--- src/rtl/half_adder_unit.sv ---
// half_adder_unit: lane-parallel half adders with a registered copy and a saturating carry-event counter
module half_adder_unit #(
  parameter int WIDTH = 1,
  parameter int CNT_W = 16
) (
  input  logic             clk,
  input  logic             rst_n,
  input  logic [WIDTH-1:0] a,
  input  logic [WIDTH-1:0] b,
  input  logic             in_valid,
  input  logic             cnt_clr,
  output logic [WIDTH-1:0] sum,
  output logic [WIDTH-1:0] carry,
  output logic [WIDTH-1:0] sum_q,
  output logic [WIDTH-1:0] carry_q,
  output logic             out_valid,
  output logic [CNT_W-1:0] carry_cnt
);
  assign sum   = a ^ b;
  assign carry = a & b;
  always_ff @(posedge clk or negedge rst_n) begin
    if (!rst_n) begin
      sum_q     <= '0;
      carry_q   <= '0;
      out_valid <= 1'b0;
      carry_cnt <= '0;
    end else begin
      out_valid <= in_valid;
      if (in_valid) begin
        sum_q   <= sum;
        carry_q <= carry;
      end
      // clear wins over increment; the counter sticks at all-ones
      if (cnt_clr)
        carry_cnt <= '0;
      else if (in_valid && |carry && carry_cnt != '1)
        carry_cnt <= carry_cnt + CNT_W'(1);
    end
  end
endmodule

--- config.mk ---
export PLATFORM = sky130hd
export DESIGN_NAME = half_adder_unit
export DESIGN_NICKNAME = d
export VERILOG_FILES = /design/src/rtl/half_adder_unit.sv
export SDC_FILE = /design/constraint.sdc
export NUM_CORES = 1
export LEC_CHECK = 0
export CAP_MARGIN = 20
export CORE_ASPECT_RATIO = 1.4
export CORE_MARGIN = 3
export CORE_UTILIZATION = 47
export CTS_CLUSTER_DIAMETER = 40
export DETAILED_ROUTE_END_ITERATION = 16
export GPL_TIMING_DRIVEN = 0
export PLACE_DENSITY = 0.86
export SLEW_MARGIN = 15
export SYNTH_ARGS = -nofsm -noshare
export SYNTH_HDL_FRONTEND = slang
export SYNTH_SLANG_ARGS = --single-unit
--- constraint.sdc ---
create_clock -name clk -period 2.3 [get_ports clk]
set_input_delay 0.23 -clock clk [delete_from_list [all_inputs] [get_ports clk]]
set_output_delay 0.23 -clock clk [all_outputs]
set_load 0.01 [all_outputs]
# ---- After elaboration in Yosys (flattened, before gate mapping)
# Index checks and enable logic that the tools add are counted.
dict set report classes {
  n_eq_ne 1
  n_addsub 1
  bitwise 2
  reduce_logical 3
  muxes 2
}
# operator count
set op_table {}
lappend op_table {{16-bit two-way mux} 2}
lappend op_table {{16-bit by 1-bit adder with 16-bit output, second input constant} 1}
lappend op_table {{16-bit != test, second input constant} 1}
lappend op_table {{1-bit logical AND} 2}
lappend op_table {{2-bit nonzero test} 1}
lappend op_table {{1-bit AND} 1}
lappend op_table {{1-bit bitwise XOR} 1}
dict set report totals {
  word_cells 13
  reg_bits 19
  in_bits 6
  out_inout_bits 21
}

# ---- Depth between registers and ports, before layout
# Gate-level depths: netlist (run 1).
dict set report depth {
  ltp_word 5
  mapped_depth 6
  mapped_depth_nobuf 5
}

# ---- Worst setup path before layout (run 1)
# No wires, ideal clock.
dict set report synth_timing {
  path_kind {register -> register}
  start {register carry_cnt[3]}
  end {register carry_cnt[15]}
  setup_ps 78
  required_ps 2222
  n_path_buf 0
  synth_period_minus_slack_ps 1810
  stages_incl_launch_ff 5
  slack_ps 490
  t_arrival_ps 1732
  cell_sequence {dfrtp_1 -> nand4_4 -> or4_4 -> or4_1 -> a21oi_1}
}
dict set report synth_between {
  elab_chain_len 3
  elab_cells_between_ends 6
  cone_classes {add/sub (1); eq/ne (1); mux (2); reduce/logical (2)}
}
# item line
set synth_lines {}
lappend synth_lines {{start, declared} 17} ;# output logic [CNT_W-1:0] carry_cnt
lappend synth_lines {{start signal, assigned} 37} ;# carry_cnt <= carry_cnt + CNT_W'(1);
lappend synth_lines {{16-bit by 1-bit adder with 16-bit output or 16-bit != test (tied branches)} {37, 36}}
lappend synth_lines {{16-bit two-way mux or 1-bit logical AND (tied branches)} 36} ;# else if (in_valid && |carry && carry_cnt != '1)
lappend synth_lines {{16-bit two-way mux or 2-bit nonzero test (tied branches)} --}
# Several ways; a longest one is shown, not always the timed one. The select of a mux whose other input is x is not followed.
# A chain may end at the register's enable or synchronous reset.

# ---- Worst setup path after layout (run 1)
dict set report layout_timing {
  start {input port b}
  end {register carry_cnt[7]}
}
dict set report layout_between {
  elab_chain_len 4
}
# item line
set layout_lines {}
lappend layout_lines {{start, declared} 9} ;# input logic [WIDTH-1:0] b,
lappend layout_lines {{1-bit AND} 20} ;# assign carry = a & b;
lappend layout_lines {{1-bit logical AND (2 in series)} 36}
lappend layout_lines {{2-bit nonzero test (no source line)} --}
# Every way passes these cells.

==> impl_metrics.json, run 1 <==
{
  "rsz0062_at_grt": "no",
  "critical_path.top_delay_family": "simple AND/OR/NAND/NOR gates",
  "synth-main-ff-cell": "dfrtp_1",
  "grt_antenna_before_repair": 0,
  "setup.worst_path.start_class": "input pin",
  "end_kind": "flip-flop",
  "slowest_delay_ps": 460,
  "grt_pass1_vias": 1012,
  "cts_buffer_depth": 2,
  "leakage_uw": 0.000516,
  "clock_latency_ps": 300,
  "cts_root_buffer": "clkbuf_4",
  "powerDensity_mw_per_mm2": 417,
  "fp.dieArea_sq_mm": 0.00286,
  "vias": 1052,
  "nNetsFinal": 146,
  "grt_usage": 0.202,
  "drive_above_1_share": 0.0803,
  "drtIter0Drc": 42,
  "cts.sinks": 19,
  "routed_wl_mm": 2.63,
  "port_buffers": 25,
  "preCtsSetupSlack_ps": 16.0,
  "synth_area_leaders": "dfrtp_1, a21oi_1, o31ai_1",
  "area_growth_pct": 28.6,
  "drtAntennaViolNets": 0,
  "finClkSkew_ps": 3.88,
  "ioPinCount": 27,
  "crit_slowest_cell": "clkdlybuf4s50_1",
  "fin_crit_ps": 1990,
  "cp.required_ps": 2530,
  "synth_top_area_cell": "dfrtp_1",
  "path_clk_slew_ps": 100,
  "fin_crit_sh": 0.866,
  "hpwl_mm": 1.91,
  "yosysWarningCount": 0,
  "max_freq_mhz": 502,
  "dr.pass1.iters": 4,
  "holdWs_ps": 319,
  "synth_edf_count": 0,
  "grt_max_degree": 20,
  "die_y_microns": 62.1,
  "synth_fp_nets": 116,
  "ff2ff_setup_slack_ps": 350,
  "rows": 19,
  "ir_worst_vdd_mv": 0.425,
  "finalSetupViolCount": 0,
  "cp_num_buf_inv": 2,
  "final_util": 0.665,
  "hold_viol_final": 0,
  "avgViaCountPerCell": 6.66,
  "fp.dieW_microns": 46.1,
  "wl_per_cell_microns": 16.7,
  "synth-seq-area-share": 0.450,
  "avgSynthCellArea_sq_um": 9.79,
  "gpl.final_weighted_congestion": 0.777,
  "h-tree-depth": 1,
  "cts_hold_buf": 0,
  "worstPathMaxFanout": 10,
  "netlist_area_sq_mm": 0.00106,
  "ys_ff_latch": 19,
  "final-max-slew-violation-count": 0,
  "grt_pass1_wl_mm": 4.47,
  "coreArea_sq_mm": 0.00204,
  "synth.most_common_cell": "dfrtp_1",
  "total_power_uw": 568,
  "initial_utilization": 0.517,
  "route.detailed.drc": 0,
  "postCtsResizedCells": 0,
  "crit_type": "in -> reg",
  "cts_tree": "done",
  "cts_setup_buffers": 0,
  "hold_class": "in -> reg",
  "antenna_cells": 0,
  "worstMarginPinSlew_ps": 851,
  "synth_top_area_frac": 0.450,
  "fin_setup_tns_ps": 0,
  "cp_data_arrival_time_ps": 2220,
  "status": "completed",
  "slew_headroom": 0.431,
  "async_flop_share": 1.00,
  "synth.distinct_cells": 33,
  "postLayoutSetupSlackWorst_ps": 308,
  "numCtsBuffers": 3,
  "grt-ovfl-total": 0,
  "synthCells": 108,
  "synth_commonest_cells": "dfrtp_1, a21oi_1, o31ai_1, or4_1, nand2_1",
  "crit_chain": "clkdlybuf4s50_1 > ha_1 > and2_1 > nand4_1 > clkbuf_1 > or4_1 > a21oi_1",
  "max_cap_violations": 0
}
layer usage:
| metal | part of all wire | vias to the layer above | GRT usage |
|---|---|---|---|
| li1 | - | 488 | - |
| met1 | 0.39 | 508 | 0.260 |
| met2 | 0.52 | 51 | 0.324 |
| met3 | 0.070 | 5 | 0.0289 |
| met4 | 0.013 | 0 | 0.0819 |
| met5 | 0 | - | 0 |
path summary, 6_finish.rpt:
path	to	cells past startpoint	startpoint
worst max-delay path	carry_cnt[7]$_DFFE_PN0P_	7	b
worst min-delay path	carry_cnt[3]$_DFFE_PN0P_	2	cnt_clr
worst max register to register	carry_cnt[1]$_DFFE_PN0P_	5	carry_cnt[8]$_DFFE_PN0P_
worst min register to register	sum_q$_DFFE_PN0P_	1	sum_q$_DFFE_PN0P_
max in group asynchronous	carry_cnt[2]$_DFFE_PN0P_	1	rst_n
min in group asynchronous	carry_cnt[3]$_DFFE_PN0P_	1	rst_n
layout make-up:
type | instances | area (sq um)
fill | 165 | 684
multi-input combinational | 81 | 551
sequential | 19 | 475
timing repair buffer | 25 | 250
clock buffer | 4 | 26.3
tap | 21 | 26.3
buffer | 4 | 16.3
inverter | 4 | 15.0
power breakdown:
group          switching, uW  total [uW]  internal [uW]  leakage (uW)
Sequential              3.61         343            340      0.000260
Combinational           27.7        54.5           26.8      0.000241
Clock                    102         170           67.6     0.0000150
Total                    133         568            434      0.000516
stage by stage:
step,cell area (sq um),std cells
floorplan,1060,108
global placement,1330,154
detailed placement,1330,154
CTS,1360,158
global route,1360,158
finish,1360,158
layout by cell type, fill, tap and decap left out, types with 4 or more instances in the layout:
master / count
a21oi_1: 14
clkdlybuf4s50_1: 25
dfrtp_1: 19
inv_1: 4
nand2_1: 7
nand3_1: 4
nand4_1: 4
o21ai_0: 6
o31ai_1: 8
or3_1: 4
or4_1: 8
cells by family after synthesis:
group	count (synthesis)	share of synthesized area
AO/OA/AOI/OAI	29	0.160
adder cells (fa/ha/maj)	2	0.0237
buffers and inverters	8	0.0296
flip-flops	19	0.450
multiplexers	3	0.0308
AND/OR/NAND/NOR	47	0.307
sequential cells by signal, summed over array words and instances (netlist names):
signal	count
out_valid	1
sum_q	1
carry_q	1
carry_cnt	16
Power figures use the tool's default switching activity.
==> inputs of run 2 (changes only) <==
- clock period: 2.3 -> 2.24 ns (I/O delays scaled with it)
==> results of run 2 <==
The final DEF is identical to that of run 1. Status: completed.
Main changes from that run: setup slack after placement 16.0 ps -> -38.0 ps; setup slack after layout 308 ps -> 254 ps; hold slack 319 ps -> 313 ps; register-to-register setup slack 350 ps -> 290 ps; total power 568 uW -> 583 uW; worst IR drop on VDD 0.425 mV -> 0.436 mV
